<file path="src/rtl/seq_divider_param.sv">
// seq_divider_param: multi-cycle restoring integer divider, one quotient bit per clock.
//
// Parameters
//   WIDTH      operand/result width in bits (>= 2)
//   SIGNED_EN  1: signed_op_i honoured; 0: always unsigned
//
// Ports
//   clk            rising-edge clock
//   reset          asynchronous, active-high reset
//   start_i        request, accepted only while idle
//   signed_op_i    two's-complement operation, sampled with start_i
//   dividend_i     numerator, sampled with start_i
//   divisor_i      denominator, sampled with start_i
//   busy_o         high whenever the unit is not idle
//   done_o         one-cycle pulse, results valid
//   quotient_o     result quotient (held until the next accepted start)
//   remainder_o    result remainder (held until the next accepted start)
//   div_by_zero_o  divisor was zero (valid with done_o)
module seq_divider_param #(
  parameter int unsigned WIDTH     = 32,
  parameter bit          SIGNED_EN = 1'b1
) (
  input  logic             clk,
  input  logic             reset,
  input  logic             start_i,
  input  logic             signed_op_i,
  input  logic [WIDTH-1:0] dividend_i,
  input  logic [WIDTH-1:0] divisor_i,
  output logic             busy_o,
  output logic             done_o,
  output logic [WIDTH-1:0] quotient_o,
  output logic [WIDTH-1:0] remainder_o,
  output logic             div_by_zero_o
);

  localparam int unsigned CntW = $clog2(WIDTH);
  localparam logic [WIDTH-1:0] One = WIDTH'(1);

  typedef enum logic [1:0] {StIdle, StCalc, StFixup, StDone} state_e;

  state_e state_q, state_d;

  logic [WIDTH-1:0] rem_q, rem_d;        // partial remainder
  logic [WIDTH-1:0] quo_q, quo_d;        // dividend shifts out the top, quotient bits enter the bottom
  logic [WIDTH-1:0] dvs_q, dvs_d;        // divisor magnitude
  logic [CntW-1:0]  cnt_q, cnt_d;
  logic             neg_quo_q, neg_quo_d;
  logic             neg_rem_q, neg_rem_d;
  logic [WIDTH-1:0] quot_out_q, quot_out_d;
  logic [WIDTH-1:0] rem_out_q, rem_out_d;
  logic             dbz_q, dbz_d;

  logic             accept;
  logic             divisor_zero;
  logic             eff_signed;
  logic             dvd_neg, dvs_neg;
  logic [WIDTH-1:0] dvd_mag, dvs_mag;
  logic [WIDTH:0]   partial, diff;
  logic             fits;

  assign accept       = (state_q == StIdle) && start_i;
  assign divisor_zero = (divisor_i == '0);
  assign eff_signed   = SIGNED_EN && signed_op_i;
  assign dvd_neg      = eff_signed && dividend_i[WIDTH-1];
  assign dvs_neg      = eff_signed && divisor_i[WIDTH-1];
  // Most-negative value maps onto itself, which is its correct unsigned magnitude.
  assign dvd_mag      = dvd_neg ? (~dividend_i + One) : dividend_i;
  assign dvs_mag      = dvs_neg ? (~divisor_i + One) : divisor_i;

  // Trial subtraction is one bit wider so the borrow shows up in the MSB.
  assign partial = {rem_q, quo_q[WIDTH-1]};
  assign diff    = partial - {1'b0, dvs_q};
  assign fits    = ~diff[WIDTH];

  // State register
  always_ff @(posedge clk or posedge reset) begin
    if (reset) begin
      state_q <= StIdle;
    end else begin
      state_q <= state_d;
    end
  end

  // Next-state logic
  always_comb begin
    state_d = state_q;
    case (state_q)
      StIdle:  if (start_i) state_d = divisor_zero ? StDone : StCalc;
      StCalc:  if (cnt_q == '0) state_d = StFixup;
      StFixup: state_d = StDone;
      StDone:  state_d = StIdle;
      default: state_d = StIdle;
    endcase
  end

  // FSM outputs
  always_comb begin
    busy_o = (state_q != StIdle);
    done_o = (state_q == StDone);
  end

  // Datapath next-state
  always_comb begin
    rem_d      = rem_q;
    quo_d      = quo_q;
    dvs_d      = dvs_q;
    cnt_d      = cnt_q;
    neg_quo_d  = neg_quo_q;
    neg_rem_d  = neg_rem_q;
    quot_out_d = quot_out_q;
    rem_out_d  = rem_out_q;
    dbz_d      = dbz_q;

    case (state_q)
      StIdle: begin
        if (accept) begin
          if (divisor_zero) begin
            quot_out_d = '1;
            rem_out_d  = dividend_i;
            dbz_d      = 1'b1;
          end else begin
            rem_d      = '0;
            quo_d      = dvd_mag;
            dvs_d      = dvs_mag;
            cnt_d      = CntW'(WIDTH - 1);
            neg_quo_d  = dvd_neg ^ dvs_neg;
            neg_rem_d  = dvd_neg;
            quot_out_d = '0;
            rem_out_d  = '0;
            dbz_d      = 1'b0;
          end
        end
      end
      StCalc: begin
        rem_d = fits ? diff[WIDTH-1:0] : partial[WIDTH-1:0];
        quo_d = {quo_q[WIDTH-2:0], fits};
        cnt_d = cnt_q - CntW'(1);
      end
      StFixup: begin
        quot_out_d = neg_quo_q ? (~quo_q + One) : quo_q;
        rem_out_d  = neg_rem_q ? (~rem_q + One) : rem_q;
      end
      default: ;
    endcase
  end

  // Datapath registers
  always_ff @(posedge clk or posedge reset) begin
    if (reset) begin
      rem_q      <= '0;
      quo_q      <= '0;
      dvs_q      <= '0;
      cnt_q      <= '0;
      neg_quo_q  <= 1'b0;
      neg_rem_q  <= 1'b0;
      quot_out_q <= '0;
      rem_out_q  <= '0;
      dbz_q      <= 1'b0;
    end else begin
      rem_q      <= rem_d;
      quo_q      <= quo_d;
      dvs_q      <= dvs_d;
      cnt_q      <= cnt_d;
      neg_quo_q  <= neg_quo_d;
      neg_rem_q  <= neg_rem_d;
      quot_out_q <= quot_out_d;
      rem_out_q  <= rem_out_d;
      dbz_q      <= dbz_d;
    end
  end

  assign quotient_o    = quot_out_q;
  assign remainder_o   = rem_out_q;
  assign div_by_zero_o = dbz_q;

endmodule

</file>
<file path="config.mk">
export PLATFORM = sky130hd
export DESIGN_NAME = seq_divider_param
export DESIGN_NICKNAME = d
export VERILOG_FILES = /design/src/rtl/seq_divider_param.sv
export SDC_FILE = /design/constraint.sdc
export NUM_CORES = 1
export LEC_CHECK = 0
export CORE_MARGIN = 1
export CORE_UTILIZATION = 53
export CTS_BUF_LIST = sky130_fd_sc_hd__clkbuf_2
export DETAILED_ROUTE_END_ITERATION = 7
export HOLD_SLACK_MARGIN = 0.06
export PLACE_DENSITY = 0.89
export SYNTH_ARGS = -nofsm -noshare
export SYNTH_HDL_FRONTEND = slang
export SYNTH_SLANG_ARGS = --single-unit
</file>
<file path="constraint.sdc">
create_clock -name clk -period 5.6 [get_ports clk]
set_input_delay 1.12 -clock clk [delete_from_list [all_inputs] [get_ports clk]]
set_output_delay 1.12 -clock clk [all_outputs]
set_load 0.005 [all_outputs]
</file>
* After elaboration in Yosys (flattened, before gate mapping)
Cells that the tools add are included. W data, S select, Z words.
Operators by class: equal/unequal tests 7, add/subtract/negate cells 6, reduce and logical (&&, ||, !) cells 14, bitwise logic cells 7, muxes and demuxes 25
Operators with widths (number):
- $mux W32 | 13
- $pmux W32 S2 | 4
- $add A32 B1 Y32 const B | 4
- $not A32 Y32 | 4
- $sub A33 B32 Y33 | 1
- $logic_not A32 Y1 | 1
- $mux W5 | 2
- $pmux W5 S2 | 1
- $ne A2 B2 Y1 const B | 4
- $pmux W2 S4 | 1
- $mux W2 | 3
- $reduce_and A2 Y1 | 3
- $reduce_and A3 Y1 | 2
- $reduce_bool A2 Y1 | 3
- $logic_not A5 Y1 | 1
- $sub A5 B1 Y5 const B | 1
- $eq A2 B2 Y1 const B | 2
- $logic_and A1 B1 Y1 | 3
- $eq A2 B1 Y1 const B | 1
- $logic_not A2 Y1 | 1
- $not A1 Y1 | 2
- $mux W1 | 1
- $xor A1 B1 Y1 | 1
Word-level totals: output and inout port bits 67, word-level logic and storage cells 69, register bits 170, input port bits 68

* Longest topological paths before layout
Gate-level depths: netlist (run 1).
depth in word-level cells 6, depth in mapped cells 13, gate-level depth less buffers 12

* Least setup slack after synthesis (run 1)
Ideal clock, no wire load.
path kind input-to-reg, start point input port divisor_i[6], end point register rem_q[23], arrival 3.307 ns, buffers on the path 0, setup slack 2.169 ns, stages on the path 8, setup time 0.124 ns, required time 5.476 ns, cells stage by stage or4_1 or3_1 nor4_1 nand2b_1 a31o_2 nand2_1 nor3_1 a211o_1
On the way: word-level cells in the longest chain between the ends 3
Ends and longest elaborated chain:
- from (decl) | RTL line 28 | input logic [WIDTH-1:0] divisor_i,
- $logic_not A32 Y1 | RTL line 62 | assign divisor_zero = (divisor_i == '0);
- $ne A2 B2 Y1 (no source line)
- $reduce_and A3 Y1 (no source line)
- to (signal assigned) | RTL line 160 | rem_q <= rem_d;
- to (decl) | RTL line 43 | logic [WIDTH-1:0] rem_q, rem_d;
Every way passes these cells. A chain may end at the register's enable or synchronous reset.

* Worst setup path in the final report (run 1)
start point register quo_q[31], end point register rem_q[23]
On the way: word-level cells in the longest chain between the ends 3
Ends and longest elaborated chain:
- from (decl) | RTL line 44 | logic [WIDTH-1:0] quo_q, quo_d;
- from (signal assigned) | RTL line 161 | quo_q <= quo_d;
- $sub A33 B32 Y33 | RTL line 72 | assign diff = partial - {1'b0, dvs_q};
- $mux W32 | RTL line 135 | rem_d = fits ? diff[WIDTH-1:0] : partial[WIDTH-1:0];
- $pmux W32 S2 | RTL line 114 | case (state_q)
Every way passes these cells.

==> summary.md, run 1 <==
| Metric | Value |
|---|---|
| Outcome | `finished clean` |
| Initial antenna violation count | `0` |
| Residual DRC count | `0` |
| F_max | `227 MHz` |
| CP max FO | `36` |
| Area grow syn2layout | `14.8%` |
| DRT iter0 DRCs | `1070` |
| Placed instance area | `13200 sq um` |
| Net Sw Frac | `0.495` |
| Most numerous cell in the Yosys netlist | `nand2_1` |
| WL final | `31000 um` |
| Syn. warnings | `0` |
| Design internal power | `4230 uW` |
| RSZ-0062 raised after global routing | `false` |
| Cts repair resizes | `0` |
| Top cells by area, synth | `dfrtp_1 36%, o21ai_0 6.2%, xnor2_1 5.9%` |
| Nets@finish | `1603` |
| Dpl hpwl | `23200 um` |
| Area share of the largest cell type after synthesis | `0.364` |
| Total core area | `21300 sq um` |
| Commonest cells in the netlist | `180 x nand2_1, 170 x dfrtp_1, 145 x o21ai_0` |
| DR vias/cell | `6.06` |
| Top_reg_cell synth | `dfrtp_1` |
| Total track usage | `0.281` |
| Die span in x | `150 um` |
| Number of global-route vias before repair | `9927` |
| Syn Nets | `1513` |
| Clk Latency, worst-skew pair | `0.83 ns` |
| Die ar. | `22600 sq um` |
| Leakage | `0.00575 uW` |
| Largest net degree at the start of global routing | `171` |
| Fin. Hold Viols | `0` |
| Peak supply drop | `0.305 mV` |
| Max Transition Viols Final | `0` |
| Clock network power share | `0.070` |
| Area of the mapped netlist | `11700 sq um` |
| Sequential-to-total area share from yosys stat | `0.364` |
| PwrDens | `624 nW/um^2` |
| Worst-margin pin slew | `1.29 ns` |
| Sink Count | `170` |
| Pre-Repair DR Iteration Count | `5` |
| Root Driver | `clkbuf_2` |
| H-tree depth | `4` |
| Gate power share | `0.643` |
| Critical path class | `reg -> reg` |
| Synth area leader | `dfrtp_1` |
| Worst Hold Class | `reg -> reg` |
| Max clock buf depth | `2` |
| # hold bufs at CTS | `0` |
| Data required time of the worst path | `6.37 ns` |
| Worst path arrival time | `5.17 ns` |
| Post-DR wirelength/cell | `17.4 um` |
| Synth unique cells | `63` |
| Worst Skew | `0.0335 ns` |
| Synth Instances | `1402` |
| Switching power | `4140 uW` |
| Initial Utilization | `0.549` |
| Post-DRT Antenna Nets | `0` |
| Num CTS Buffers | `17` |
| Layout cell share with drive strength beyond 1 | `0.0458` |
| Die height | `150 um` |
| Ys async rst share | `1.00` |
| Power share of the sequential group | `0.287` |
| Buffer count from post-CTS setup fixing | `0` |
| GR Overflow Total | `0` |
| Row count | `53` |
| Final min period | `4.40 ns` |
| # port buffers | `134` |
| Rel. slew slack | `0.141` |
| #FFs+latches synth | `170` |
| EDFF count, synth | `0` |
| Avg Cell Area, Syn | `8.33 sq um` |
| Design Area, Final | `13400 sq um` |
| Setup TNS | `0 ns` |
| Tot Pwr | `8370 uW` |
| Setup Viol. Count Final | `0` |
| GPL Wtd Cong | `0.929` |
| Final critical-path share of the clock period | `0.785` |
| Max cap viols | `0` |
| Clk slew on worst S/H paths | `0.23 ns` |
| Worst setup EP type | `flop` |
| First-pass GRT wire length | `49700 um` |
| I/O pin cnt | `135` |
| Startpoint types | `flop` |
| Vias | `10.8k` |
| CTS tree | `built` |
[registers in the layout, indices dropped and copies added (netlist names)]
name,cells
cnt_q,5
div_by_zero_o,1
dvs_q,32
neg_quo_q,1
neg_rem_q,1
quo_q,32
quotient_o,32
rem_q,32
remainder_o,32
state_q,2
[metal layers]
layer  part of all wire  wire (um)  GRT usage
met5                  0          0          0
met4              0.036       1110      0.122
met2               0.48      14900      0.469
met1               0.41      12700      0.360
met3              0.075       2310     0.0433
[stage by stage]
step                hold slack, ns  std cells  utilization  setup slack [ns]
floorplan                    0.450       1402            -              2.17
global placement             0.460       1748        0.621             0.903
detailed placement           0.466       1748        0.621             0.830
finish                       0.515       1781        0.630              1.20
CTS                          0.514       1780        0.630              1.31
global route                 0.535       1780        0.630              1.03
[kinds of logic (layout without fill, tap and decap cells)]
group | after synthesis | count (layout) | share of synthesized area
xor gates and xnor gates | 148 | 148 | 0.112
other | 0 | 1 | 0
adders and majority gates | 43 | 43 | 0.0467
DFF | 170 | 170 | 0.364
AOI/OAI and AO/OA | 454 | 454 | 0.241
and+or+nand+nor | 425 | 425 | 0.168
buffers and inverters | 135 | 238 | 0.0453
muxes | 27 | 27 | 0.0231
[power by group through the flow]
stage	clock network (uW)	registers [uW]	logic [uW]
6_report	587	2400	5380
5_1_grt	638	2460	5970
4_1_cts	585	2380	5340
3_5_place_dp	0	2410	5320
3_3_place_gp	0	2380	5190
2_1_floorplan	0	2210	3950
[worst paths after layout]
kind	startpoint	to	slack, ns	cells past startpoint
setup / recovery	quo_q[31]	rem_q[23]	1.20	13
hold / removal	dvs_q[22]	dvs_q[22]	0.52	2
setup reg to reg	quo_q[31]	rem_q[23]	1.20	13
hold reg to reg	dvs_q[22]	dvs_q[22]	0.52	2
max in group asynchronous	reset	dvs_q[23]	3.97	3
min in group asynchronous	reset	quo_q[8]	0.79	3
[worst max-delay path, cell delays in order, from the launching register on]
cell	delay, ns
dfrtp_1	0.48
inv_1	0.16
ha_1	0.26
fa_1	0.41
nor2b_1	0.21
o31ai_1	0.14
a31o_2	0.25
o31ai_1	0.71
a31oi_1	0.36
xnor2_4	0.20
buf_4	0.44
nand2_1	0.34
nor3_1	0.26
a211o_1	0.13
[layout by cell type (no fill, tap or decap), types with 18 or more instances in the layout]
cell               n
nor2_1           105
a21oi_1          106
ha_1              40
xor2_1            68
or3_1             21
mux2i_1           27
clkdlybuf4s50_1  134
a211oi_1          25
nand3_1           20
o31ai_1           30
nor3_1            18
xnor2_1           79
clkbuf_2          19
dfrtp_1          170
nand2_1          180
o21ai_0          145
a21o_1            38
inv_1             57
[final cells by class]
cell class	count	area (sq um)
multi-input combinational	1097	6940
inverter	58	221
timing repair buffer	148	1460
tap	275	344
sequential	170	4250
fill	1793	7880
clock buffer	19	95.1
antenna	1	2.50
clock inverter	13	93.8
Note: power is estimated with default switching activity, not from simulation.
==> run 2: changes to the inputs <==
==> constraint.sdc (replaced) <==
create_clock -name clk -period 4 [get_ports clk]
set_input_delay 0.8 -clock clk [delete_from_list [all_inputs] [get_ports clk]]
set_output_delay 0.8 -clock clk [all_outputs]
set_load 0.005 [all_outputs]
==> run 2 against run 1 <==
Compared with the run above: global-route usage is 0.66 points higher; combinational power is 44% higher; cell count is 0.79% higher; clock-buffer cell count is 2 lower; hold slack hardly changed; first-iteration DRC count is 21% lower; die area stayed put; wire length is 1.2% higher; sequential share of layout area is 0.40 points lower; register-to-register slack worse by 0.66 ns; highest routed layer unchanged.
==> summary.md, run 2 (synthesis gave the netlist of run 1 again) <==
| Metric | Value |
|---|---|
| Outcome | `finished clean` |
| Residual DRC count | `0` |
| Root Driver | `clkbuf_2` |
| Clk Latency, worst-skew pair | `0.79 ns` |
| Area grow syn2layout | `16.2%` |
| Die ar. | `22600 sq um` |
| R2r startpoint | `quo_q[31]` |
| CTS tree | `built` |
| Hold Path Origin | `quotient_o[20]` |
| Hold Crit Depth | `1` |
| ANT cells | `0` |
| Post-DRT Antenna Nets | `0` |
| Worst path arrival time | `4.18 ns` |
| Max cap viols | `0` |
| FF-to-FF End | `rem_q[6]` |
| Place WS | `0.163 ns` |
| Worst Skew | `0.0377 ns` |
| Setup TNS | `0 ns` |
| CP max FO | `27` |
| DR vias/cell | `6.02` |
| Peak supply drop | `0.492 mV` |
| Post-DR wirelength/cell | `17.5 um` |
| GR Overflow Total | `0` |
| Largest net degree at the start of global routing | `171` |
| Number of global-route vias before repair | `10.4k` |
| PwrDens | `881 nW/um^2` |
| Sink Count | `170` |
| WL final | `31400 um` |
| Num CTS Buffers | `17` |
| Pre-Repair DR Iteration Count | `5` |
| Worst Hold Class | `reg -> reg` |
| Most frequent cells in the layout | `180 x nand2_1, 170 x dfrtp_1, 145 x o21ai_0` |
| Buffer count from post-CTS setup fixing | `0` |
| Worst-margin pin slew | `1.20 ns` |
| Max clock buf depth | `2` |
| Die span in x | `150 um` |
| # port buffers | `134` |
| Leakage | `0.00585 uW` |
| Critical path class | `reg -> reg` |
| H-tree depth | `4` |
| Reg2Reg Depth | `13` |
| Critical path launch point | `quo_q[31]` |
| DRT iter0 DRCs | `846` |
| I/O pin cnt | `135` |
| Layout cell share with drive strength beyond 1 | `0.0546` |
| Startpoint types | `flop` |
| Row count | `53` |
| Setup Viol. Count Final | `0` |
| Die height | `150 um` |
| Initial antenna violation count | `0` |
| WHS Endpoint | `quotient_o[20]` |
| Fill count | `1733` |
| First-pass GRT wire length | `50900 um` |
| Clk slew on worst S/H paths | `0.26 ns` |
| Dpl hpwl | `24100 um` |
| Max Transition Viols Final | `0` |
| Final core occ | `0.638` |
| Worst setup EP type | `flop` |
| Fin worst setup slack | `0.546 ns` |
| Most common cell after layout, fill and taps aside | `nand2_1` |
| Total track usage | `0.288` |
| Data required time of the worst path | `4.72 ns` |
| Total core area | `21300 sq um` |
| Nets@finish | `1618` |
| Vias | `10.8k` |
| GPL Wtd Cong | `0.922` |
| # hold bufs at CTS | `0` |
| Rel. slew slack | `0.199` |
| Worst R2R Setup Slack | `0.55 ns` |
| Initial Utilization | `0.549` |
| RSZ-0062 raised after global routing | `false` |
| Final min period | `3.45 ns` |
| Fin. Hold Viols | `0` |
| Cts repair resizes | `0` |
| Final critical-path share of the clock period | `0.864` |
| F_max | `289 MHz` |
[run 2: changes by cell type in the layout (fill, tap and decap cells not counted)]
| cell | previous run | this run |
|---|---|---|
| inv_6 | 5 | 3 |
| clkinvlp_4 | 4 | 2 |
| clkinv_1 | 1 | 2 |
| diode_2 | 1 | 0 |
| buf_4 | 13 | 25 |
| clkbuf_2 | 19 | 17 |
| buf_12 | 1 | 4 |
| bufinv_16 | 0 | 1 |
| clkinv_4 | 1 | 4 |
| clkinv_2 | 3 | 4 |
[run 2: worst max path at each step]
| stage | end | slack, ns | depth (start not counted) |
|---|---|---|---|
| after floorplan | rem_q[29] | 0.80 | 13 |
| after global placement | rem_q[23] | 0.37 | 9 |
| final | rem_q[6] | 0.55 | 13 |
| after detailed placement | rem_q[29] | 0.16 | 9 |
| after CTS | rem_q[6] | 0.63 | 13 |
| after global routing | rem_q[6] | 0.37 | 13 |
[run 2: power by group]
part	total, uW	internal [uW]	switching [uW]
clock network	861	226	634
registers	3360	2480	872
logic	7740	3410	4330
total	12000	6120	5840
[run 2: critical path: stages, from the launching register on]
cell     delay, ns
dfrtp_1       0.45
inv_1         0.14
ha_1          0.26
fa_1          0.41
nor2b_1       0.20
o31ai_1       0.15
a31o_2        0.26
o31ai_1       0.26
buf_4         0.19
a31oi_1       0.19
xnor2_4       0.25
buf_12        0.23
mux2i_1       0.24
a22o_1        0.16
[run 2: area by class of cell]
type                       instances  area, sq um  share of cell area
sequential                       170         4250               0.313
multi-input combinational       1097         6940               0.511
clock buffer                      17         85.1             0.00627
tap                              275          344              0.0253
inverter                          58          221              0.0163
timing repair buffer             163         1610               0.118
clock inverter                    15          126             0.00931
[run 2: routing by layer]
metal / wire length [um] / GRT usage / up-vias
li1: - / - / 5188
met4: 1280 / 0.145 / 0
met1: 13100 / 0.361 / 5102
met2: 15200 / 0.486 / 420
met3: 1730 / 0.0370 / 100
met5: 0 / 0 / -
[run 2: per-stage QoR]
step | instances | instance area (sq um) | hold slack, ns | power, uW
after detailed placement | 1763 | 13400 | 0.467 | 11000
after global routing | 1795 | 13600 | 0.532 | 13000
after floorplan | 1402 | 11700 | 0.450 | 8620
after CTS | 1795 | 13600 | 0.518 | 11900
final | 1795 | 13600 | 0.515 | 12000
after global placement | 1763 | 13400 | 0.460 | 10700
